$ cat src/rtl/jam_pkg.sv
// Shared widths, reset constants and FSM state encoding for the jam_dispatch search dispatcher.
package jam_pkg;

    localparam int JOB_W  = 3;
    localparam int COST_W = 10;
    localparam int CNT_W  = 4;

    localparam logic [COST_W-1:0] COST_INIT = 10'h3FF;
    localparam logic [CNT_W-1:0]  CNT_MAX   = 4'hF;

    typedef enum logic [1:0] {
        ST_IDLE = 2'd0,
        ST_RUN  = 2'd1,
        ST_DONE = 2'd2
    } state_t;

endpackage

$ cat src/rtl/jam_lsb_pick.sv
// Lowest-index one-hot picker, shared by the launch and the ack arbitration.
module jam_lsb_pick #(
    parameter int N = 2
) (
    input  logic [N-1:0] req,
    output logic [N-1:0] gnt,
    output logic         any
);

    // Two's-complement trick isolates the lowest set bit.
    assign gnt = req & (~req + N'(1));
    assign any = |req;

endmodule

$ cat src/rtl/jam_dispatch.sv
// Farms NUM_PREFIX sub-searches out to NUM_WORKERS workers and merges their min/tie results.
// Optional JAM_DISPATCH_STATS_EN adds a saturating RUN-cycle counter on cycle_cnt.
module jam_dispatch
    import jam_pkg::*;
#(
    parameter int NUM_WORKERS = 2,
    parameter int NUM_PREFIX  = 8
) (
    input  logic                          CLK,
    input  logic                          RST_N,
    input  logic                          start,
    output logic [NUM_WORKERS-1:0]        wk_start,
    output logic [JOB_W*NUM_WORKERS-1:0]  wk_prefix,
    input  logic [NUM_WORKERS-1:0]        wk_done,
    input  logic [COST_W*NUM_WORKERS-1:0] wk_min,
    input  logic [CNT_W*NUM_WORKERS-1:0]  wk_count,
    output logic [NUM_WORKERS-1:0]        wk_ack,
    output logic [COST_W-1:0]             MinCost,
    output logic [CNT_W-1:0]              MatchCount,
    output logic                          Valid,
    output logic                          busy,
    output logic [15:0]                   cycle_cnt
);

    localparam int PFX_W = $clog2(NUM_PREFIX + 1);
    localparam logic [PFX_W-1:0] PFX_END = PFX_W'(NUM_PREFIX);

    state_t                 state;
    logic [NUM_WORKERS-1:0] wk_busy;
    logic [NUM_WORKERS-1:0] launch_req, launch_gnt, ack_req, ack_gnt;
    logic                   launch_any, ack_any;
    logic [PFX_W-1:0]       pfx_cnt;
    logic                   pfx_left, run_done;
    logic [COST_W-1:0]      sel_min;
    logic [CNT_W-1:0]       sel_cnt;
    logic [CNT_W:0]         cnt_sum;
    logic [CNT_W-1:0]       cnt_sat;

    assign pfx_left   = (pfx_cnt < PFX_END);
    assign launch_req = (state == ST_RUN && pfx_left) ? ~wk_busy : '0;
    // Done levels from idle workers are stale and never reach the arbiter.
    assign ack_req    = (state == ST_RUN) ? (wk_busy & wk_done) : '0;
    assign run_done   = (state == ST_RUN) && !pfx_left && (wk_busy == '0);

    jam_lsb_pick #(.N(NUM_WORKERS)) u_launch_pick (
        .req (launch_req),
        .gnt (launch_gnt),
        .any (launch_any)
    );

    jam_lsb_pick #(.N(NUM_WORKERS)) u_ack_pick (
        .req (ack_req),
        .gnt (ack_gnt),
        .any (ack_any)
    );

    always_comb begin
        sel_min = '0;
        sel_cnt = '0;
        for (int i = 0; i < NUM_WORKERS; i++) begin
            if (ack_gnt[i]) begin
                sel_min = sel_min | wk_min[COST_W*i +: COST_W];
                sel_cnt = sel_cnt | wk_count[CNT_W*i +: CNT_W];
            end
        end
        cnt_sum = {1'b0, MatchCount} + {1'b0, sel_cnt};
        cnt_sat = cnt_sum[CNT_W] ? CNT_MAX : cnt_sum[CNT_W-1:0];
    end

    always_ff @(posedge CLK or negedge RST_N) begin
        if (!RST_N) begin
            state      <= ST_IDLE;
            MinCost    <= COST_INIT;
            MatchCount <= '0;
            Valid      <= 1'b0;
            busy       <= 1'b0;
            wk_start   <= '0;
            wk_ack     <= '0;
            wk_prefix  <= '0;
            wk_busy    <= '0;
            pfx_cnt    <= '0;
        end else begin
            wk_start <= '0;
            wk_ack   <= '0;
            Valid    <= 1'b0;
            case (state)
                ST_IDLE: begin
                    if (start) begin
                        state      <= ST_RUN;
                        busy       <= 1'b1;
                        MinCost    <= COST_INIT;
                        MatchCount <= '0;
                        pfx_cnt    <= '0;
                        wk_busy    <= '0;
                    end
                end
                ST_RUN: begin
                    wk_start <= launch_gnt;
                    wk_ack   <= ack_gnt;
                    wk_busy  <= (wk_busy | launch_gnt) & ~ack_gnt;
                    if (launch_any) begin
                        pfx_cnt <= pfx_cnt + PFX_W'(1);
                        for (int i = 0; i < NUM_WORKERS; i++) begin
                            if (launch_gnt[i]) wk_prefix[JOB_W*i +: JOB_W] <= JOB_W'(pfx_cnt);
                        end
                    end
                    if (ack_any) begin
                        if (sel_min < MinCost) begin
                            MinCost    <= sel_min;
                            MatchCount <= sel_cnt;
                        end else if (sel_min == MinCost) begin
                            MatchCount <= cnt_sat;
                        end
                    end
                    if (run_done) begin
                        state <= ST_DONE;
                        Valid <= 1'b1;
                    end
                end
                ST_DONE: begin
                    state <= ST_IDLE;
                    busy  <= 1'b0;
                end
                default: state <= ST_IDLE;
            endcase
        end
    end

`ifdef JAM_DISPATCH_STATS_EN
    always_ff @(posedge CLK or negedge RST_N) begin
        if (!RST_N) begin
            cycle_cnt <= '0;
        end else if (state == ST_IDLE && start) begin
            cycle_cnt <= '0;
        end else if (state == ST_RUN && cycle_cnt != 16'hFFFF) begin
            cycle_cnt <= cycle_cnt + 16'd1;
        end
    end
`else
    assign cycle_cnt = '0;
`endif

endmodule

$ cat config.mk
export PLATFORM = sky130hd
export DESIGN_NAME = jam_dispatch
export DESIGN_NICKNAME = d
export VERILOG_FILES = /design/src/rtl/jam_pkg.sv /design/src/rtl/jam_lsb_pick.sv /design/src/rtl/jam_dispatch.sv
export SDC_FILE = /design/constraint.sdc
export NUM_CORES = 1
export LEC_CHECK = 0
export CAP_MARGIN = 20
export CORE_AREA = 4 4 74 110
export DETAILED_ROUTE_END_ITERATION = 8
export DIE_AREA = 0 0 78 114
export GPL_TIMING_DRIVEN = 0
export HOLD_SLACK_MARGIN = 0.12
export PLACE_DENSITY = 0.65
export SLEW_MARGIN = 25
export SYNTH_ARGS = -nofsm -noshare
export SYNTH_HDL_FRONTEND = slang
export SYNTH_SLANG_ARGS = --single-unit
$ cat constraint.sdc
create_clock -name CLK -period 2.5 [get_ports CLK]
set_input_delay 0.25 -clock CLK [delete_from_list [all_inputs] [get_ports CLK]]
set_output_delay 0.25 -clock CLK [all_outputs]
set_load 0.005 [all_outputs]
**After elaboration in Yosys (flattened, before gate mapping)**

Index checks and enable logic that the tools add are counted.

- Bits in registers: 34
- Latch bits: 0
- Memory bits (writable): 0
- ROM bits: 0
- Input port bits: 33
- Output and inout bits: 42
- Memories: 0

- $add $sub $neg: 4
- Multiply operators: 0
- Divide/modulo/power cells: 0
- Magnitude comparators: 2
- Equal/unequal tests: 9
- Shift operators: 0
- Multiplexer cells: 29
- Bitwise logic cells: 11
- Reductions and logical operators: 18

Operators by type and width:

| kind | count |
|---|---|
| 2-to-1 mux 10 bit | 5 |
| 2-to-1 mux 4 bit | 8 |
| case mux 10 bit (2 select lines) | 1 |
| case mux 4 bit (2 select lines) | 2 |
| 2-to-1 mux 2 bit | 7 |
| equality test 10 bit | 1 |
| less-than comparator 10 bit | 1 |
| OR 10 bit | 1 |
| AND reduction 3 bit | 3 |
| bitwise AND 2 bit | 4 |
| inequality test 2 bit (second input constant) | 4 |
| NOT 2 bit | 4 |
| case mux 2 bit (2 select lines) | 2 |
| AND reduction 4 bit | 2 |
| AND reduction 2 bit | 3 |
| adder 4 x 4 -> 5 bit | 1 |
| adder 2 x 1 -> 2 bit (second input constant) | 2 |
| adder 4 x 1 -> 4 bit (second input constant) | 1 |
| logical NOT 2 bit | 2 |
| less-than comparator 4 bit (second input constant) | 1 |
| OR 4 bit | 1 |
| nonzero test 2 bit | 2 |
| OR reduction 2 bit | 2 |
| logical AND 1 bit | 3 |
| 8 further kinds | 10 |

**Logic depth before layout (Yosys ltp)**

- Depth after elaboration: 14
- Depth in mapped cells: 14
- Mapped depth without buffers: 11

**Cells and area by module**

From an unflattened synthesis, not the netlist that was laid out.

- Cells, all modules: 216
- Area, all modules: 2158.3 µm²

By module, submodules not included:

| module | times used | cells an instance | area an instance (µm²) |
|---|---|---|---|
| jam_dispatch | 1 | 210 | 2118.3 |
| jam_lsb_pick | 2 | 3 | 20.0 |

**Worst setup path before layout**

Ideal clock, no wire load.

- Path type: register -> register
- From: reg state[1]
- To: reg MatchCount[3]
- Arrival time: 2578 ps
- Path slack: -204 ps
- Cell stages (with the launch flop): 14
- Buffers on the path: 2
- Period minus slack after synthesis: 2704 ps
- Path through: dfrtp_1 > nand2b_1 > buf_6 > nor3b_4 > buf_4 > a22oi_1 > inv_1 > ha_1 > a21oi_1 > nor2_1 > a211oi_2 > o21ai_4 > a21o_1 > a221o_1

- Cells in the longest elaborated chain, start to end: 14

Ends and longest elaborated chain:

| what | line | source |
|---|---|---|
| from (decl) | jam_dispatch.sv:28 | `state_t state;` |
| from (signal assigned) | jam_dispatch.sv:72 | `state <= ST_IDLE;` |
| from (signal assigned) | jam_dispatch.sv:89 | `state <= ST_RUN;` |
| from (signal assigned) | jam_dispatch.sv:116 | `state <= ST_DONE;` |
| equality test 2 x 1 -> 1 bit | jam_dispatch.sv:42, jam_dispatch.sv:86 |  |
| 2-to-1 mux 2 bit | jam_dispatch.sv:42 | `assign ack_req = (state == ST_RUN) ? (wk_busy & wk_done) : '0;` |
| NOT 2 bit | jam_lsb_pick.sv:11 | `assign gnt = req & (~req + N'(1));` |
| adder 2 x 1 -> 2 bit | jam_lsb_pick.sv:11 |  |
| bitwise AND 2 bit | jam_lsb_pick.sv:11 |  |
| 2-to-1 mux 4 bit | jam_dispatch.sv:61 | `if (ack_gnt[i]) begin` |
| OR 4 bit | jam_dispatch.sv:63 | `sel_cnt = sel_cnt \| wk_count[CNT_W*i +: CNT_W];` |
| 2-to-1 mux 4 bit | jam_dispatch.sv:61 |  |
| adder 4 x 4 -> 5 bit | jam_dispatch.sv:66 | `cnt_sum = {1'b0, MatchCount} + {1'b0, sel_cnt};` |
| 2-to-1 mux 4 bit | jam_dispatch.sv:67 | `cnt_sat = cnt_sum[CNT_W] ? CNT_MAX : cnt_sum[CNT_W-1:0];` |
| 2-to-1 mux 4 bit | jam_dispatch.sv:111 | `end else if (sel_min == MinCost) begin` |
| 2-to-1 mux 4 bit | jam_dispatch.sv:108 | `if (sel_min < MinCost) begin` |
| 2-to-1 mux 4 bit | jam_dispatch.sv:107 | `if (ack_any) begin` |
| case mux 4 bit (2 select lines) | jam_dispatch.sv:86 | `case (state)` |
| to (signal assigned) | jam_dispatch.sv:110 | `MatchCount <= sel_cnt;` |
| to (signal assigned) | jam_dispatch.sv:112 | `MatchCount <= cnt_sat;` |
| to (decl) | jam_dispatch.sv:19 | `output logic [CNT_W-1:0] MatchCount,` |

Parallel ways exist; a longest one is shown, timed or not. The select of a mux whose other input is x is not followed.
A chain may end at the register's enable or synchronous reset.

**Worst setup path after layout**

- From: reg wk_busy[0]
- To: reg MatchCount[3]

- Cells in the longest elaborated chain, start to end: 14

Ends and longest elaborated chain:

| what | line | source |
|---|---|---|
| from (decl) | jam_dispatch.sv:29 | `logic [NUM_WORKERS-1:0] wk_busy;` |
| from (signal assigned) | jam_dispatch.sv:100 | `wk_busy <= (wk_busy \| launch_gnt) & ~ack_gnt;` |
| bitwise AND 2 bit (*) | jam_dispatch.sv:42 |  |
| 2-to-1 mux 2 bit (*) | jam_dispatch.sv:42 |  |
| NOT 2 bit | jam_lsb_pick.sv:11 |  |
| adder 2 x 1 -> 2 bit | jam_lsb_pick.sv:11 |  |
| bitwise AND 2 bit | jam_lsb_pick.sv:11 |  |
| 2-to-1 mux 4 bit | jam_dispatch.sv:61 |  |
| OR 4 bit | jam_dispatch.sv:63 |  |
| 2-to-1 mux 4 bit | jam_dispatch.sv:61 |  |
| adder 4 x 4 -> 5 bit | jam_dispatch.sv:66 |  |
| 2-to-1 mux 4 bit | jam_dispatch.sv:67 |  |
| 2-to-1 mux 4 bit | jam_dispatch.sv:111 |  |
| 2-to-1 mux 4 bit | jam_dispatch.sv:108 |  |
| 2-to-1 mux 4 bit | jam_dispatch.sv:107 |  |
| case mux 4 bit (2 select lines) | jam_dispatch.sv:86 |  |

Mark *: on every way between the ends. The rest lies on a longest branch, timed or not. The select of a mux whose other input is x is not followed.

==> impl_metrics.json <==
{
  "finalClockSkew_ns": 0.0132,
  "synth_area_leaders": "dfrtp_1, dfstp_2, ha_1, buf_4, inv_1",
  "drt_iter0_drc": 87,
  "finalMaxSlewViolations": 0,
  "grt_pass1_wl_um": 8840,
  "synthAdderAreaFrac": 0.0981,
  "synth.distinct_cells": 45,
  "finalSetupTns_ns": -0.572,
  "r2r_start": "wk_busy[0]",
  "syn_area_mm2": 0.00212,
  "synth_compound_area_frac": 0.210,
  "outcome": "complete, but fails checks",
  "cap_violations": 0,
  "dieWidth_um": 78,
  "routabilityCongestion": 0.779,
  "syn_to_final_growth_pct": 56.5,
  "crit_fanout": 10,
  "crit_path_start": "wk_busy[0]",
  "row_count": 38,
  "synth_top_family_by_area": "compound AO/OA/AOI/OAI gates",
  "ir_worst_vdd_mv": 0.487,
  "rsz0062_at_grt": "yes",
  "crit_arrival_ns": 2.80,
  "cts_made_buffers": 5,
  "syn_avg_cell_area_um2": 9.85,
  "place_area_mm2": 0.00295,
  "cts_buffer_depth": 2,
  "route.detailed.drc": 0,
  "antenna_left": 0,
  "synth_edf_count": 0,
  "syn_inst": 215,
  "cts_tree": "built",
  "ys_ff_latch": 34,
  "nNetsFinal": 358,
  "final_core_util": 0.462,
  "ys_seq_area_frac": 0.408,
  "num_antenna_cells": 0,
  "core_mm2": 0.00718,
  "max_clock_freq_ghz": 0.379,
  "vias": 1836,
  "clk_pin_slew_ns": 0.07,
  "final.min_clock_period_ns": 2.64,
  "grt_max_degree": 23,
  "port_buffers": 58,
  "ios": 75,
  "yosys.area_share.simple": 0.127,
  "failed_checks": "setup timing",
  "wl_um": 5410,
  "path_class": "register to register",
  "async_flop_share": 1.00,
  "nFillCells": 680,
  "setup_viol": 8,
  "cts_max_level": 2,
  "setup_slack_ns": -0.136,
  "startpoint_type": "register",
  "yosys-top-cells-count": "inv_1, dfrtp_1, nand2_1",
  "ys_warn_count": 0,
  "antenna_found_initial": 0,
  "synth.area.mux_share": 0.0313,
  "die_area_mm2": 0.00889,
  "fp.dieH_um": 114,
  "finalCritPeriodShare": 1.05,
  "clock_latency_ns": 0.29,
  "max_slew.worst_pin.slew_ns": 0.562,
  "instances_no_fill": 410,
  "vias_per_cell": 4.48,
  "avgRoutedWirePerCell_um": 13.2,
  "cts.sinks": 34,
  "hpwlAfterDp_um": 4070,
  "synthXorXnorAreaFrac": 0.00413,
  "p_leak_nw": 1.55,
  "yosysMostFrequentCell": "inv_1",
  "dr.pass1.iters": 4,
  "start_util": 0.295,
  "slew_headroom": 0.623,
  "endpoint_kind": "register",
  "grt_overflow": 0,
  "synth_flop_cell": "dfrtp_1",
  "finalHoldViolations": 0,
  "drive_gt1_frac": 0.300,
  "cts_root_buffer": "clkbuf_8",
  "synth_top_area_frac": 0.284,
  "first_global_vias": 1884,
  "track_usage": 0.125,
  "hold_path.class": "primary input to async pin",
  "dp_cells": 389,
  "power_mw": 4.06,
  "power_density_mw_per_mm2": 1230,
  "critPathRequiredTime_ns": 2.67,
  "yosys.area.top_type": "dfrtp_1",
  "design_area_mm2": 0.00331
}
## timing repair
action	in CTS	in global routing
hold buffers	1	0
endpoints found under the hold margin	7	0
setup buffers	12	1
pin swaps	9	1
setup endpoints to repair	14	14
gates resized for setup	23	6
## flip-flops by register name, summed over array words and instances, names as in the netlist
register and flops:
wk_ack 2, wk_start 2, busy 1, state 2, pfx_cnt 4, MinCost 10
Valid 1, MatchCount 4, wk_prefix 6, wk_busy 2
## worst max-delay path, cell delays in order, from the launching register on
cell	delay [ns]
dfrtp_1	0.37
buf_6	0.12
nand2_4	0.08
nor2_4	0.06
buf_6	0.15
a22oi_1	0.24
inv_1	0.07
ha_1	0.33
nand4_1	0.21
nor3_2	0.29
nor2_1	0.06
a21o_1	0.23
a221o_1	0.30
## worst paths after layout
kind | end | slack, ns | depth (start not counted)
setup / recovery | MatchCount[3] | -0.14 | 12
hold / removal | Valid | 0.40 | 2
setup reg to reg | MatchCount[3] | -0.14 | 12
hold reg to reg | wk_prefix[5] | 0.48 | 2
max in group asynchronous | MinCost[0] | 1.59 | 3
min in group CLK | wk_prefix[5] | 0.48 | 2
## power by group
group	total [mW]	internal, mW	switching, mW
clock	0.620	0.400	0.220
combinational	2.35	1.31	1.04
sequential	1.09	0.875	0.214
total	4.06	2.59	1.47
## layout by cell type, fill, tap and decap left out, types with 5 or more instances in the layout
cell | Yosys | final
clkdlybuf4s50_1 | 0 | 56
buf_4 | 17 | 28
inv_1 | 26 | 25
dfrtp_1 | 24 | 22
nand2_1 | 20 | 18
conb_1 | 1 | 16
ha_1 | 15 | 13
dfstp_2 | 10 | 10
a21oi_1 | 12 | 10
nor2_1 | 10 | 10
a22oi_2 | 0 | 6
a2bb2oi_2 | 0 | 6
a22o_1 | 5 | 5
o21ai_0 | 5 | 5
clkbuf_8 | 0 | 5
## routing by layer
metal  GRT usage  share of wire  up-vias
li1            -              -      906
met5           0              0        -
met1       0.127           0.37      871
met2       0.240           0.54       51
met4      0.0513          0.021        0
met3      0.0316          0.061        8
## cell families (layout without fill, tap and decap cells)
group                    count (synthesis)  count (layout)
AO/OA/AOI/OAI                           58              58
buffers and inverters                   48             128
other                                    1              16
adder cells (fa/ha/maj)                 16              16
multiplexers                             6               6
AND/OR/NAND/NOR                         51              51
XOR/XNOR                                 1               1
flip-flops                              34              34
## through the flow
step | worst slack [ns] | hold slack (ns)
6_report | -0.136 | 0.403
5_1_grt | -0.267 | 0.418
4_1_cts | -0.134 | 0.405
3_5_place_dp | -0.672 | 0.184
3_3_place_gp | -0.645 | 0.461
2_1_floorplan | -0.0939 | -0.0456
## final cells by class
| cell class | count | area (um^2) | area share |
|---|---|---|---|
| flip-flops and latches | 34 | 866 | 0.261 |
| inverters | 27 | 101 | 0.0306 |
| clock buffers | 5 | 68.8 | 0.0208 |
| multi-input cells | 148 | 1200 | 0.361 |
| repair buffers | 73 | 722 | 0.218 |
| plain buffers | 20 | 165 | 0.0498 |
| clock inverters | 3 | 68.8 | 0.0208 |
| well taps | 100 | 125 | 0.0378 |
Power figures use the tool's default switching activity.
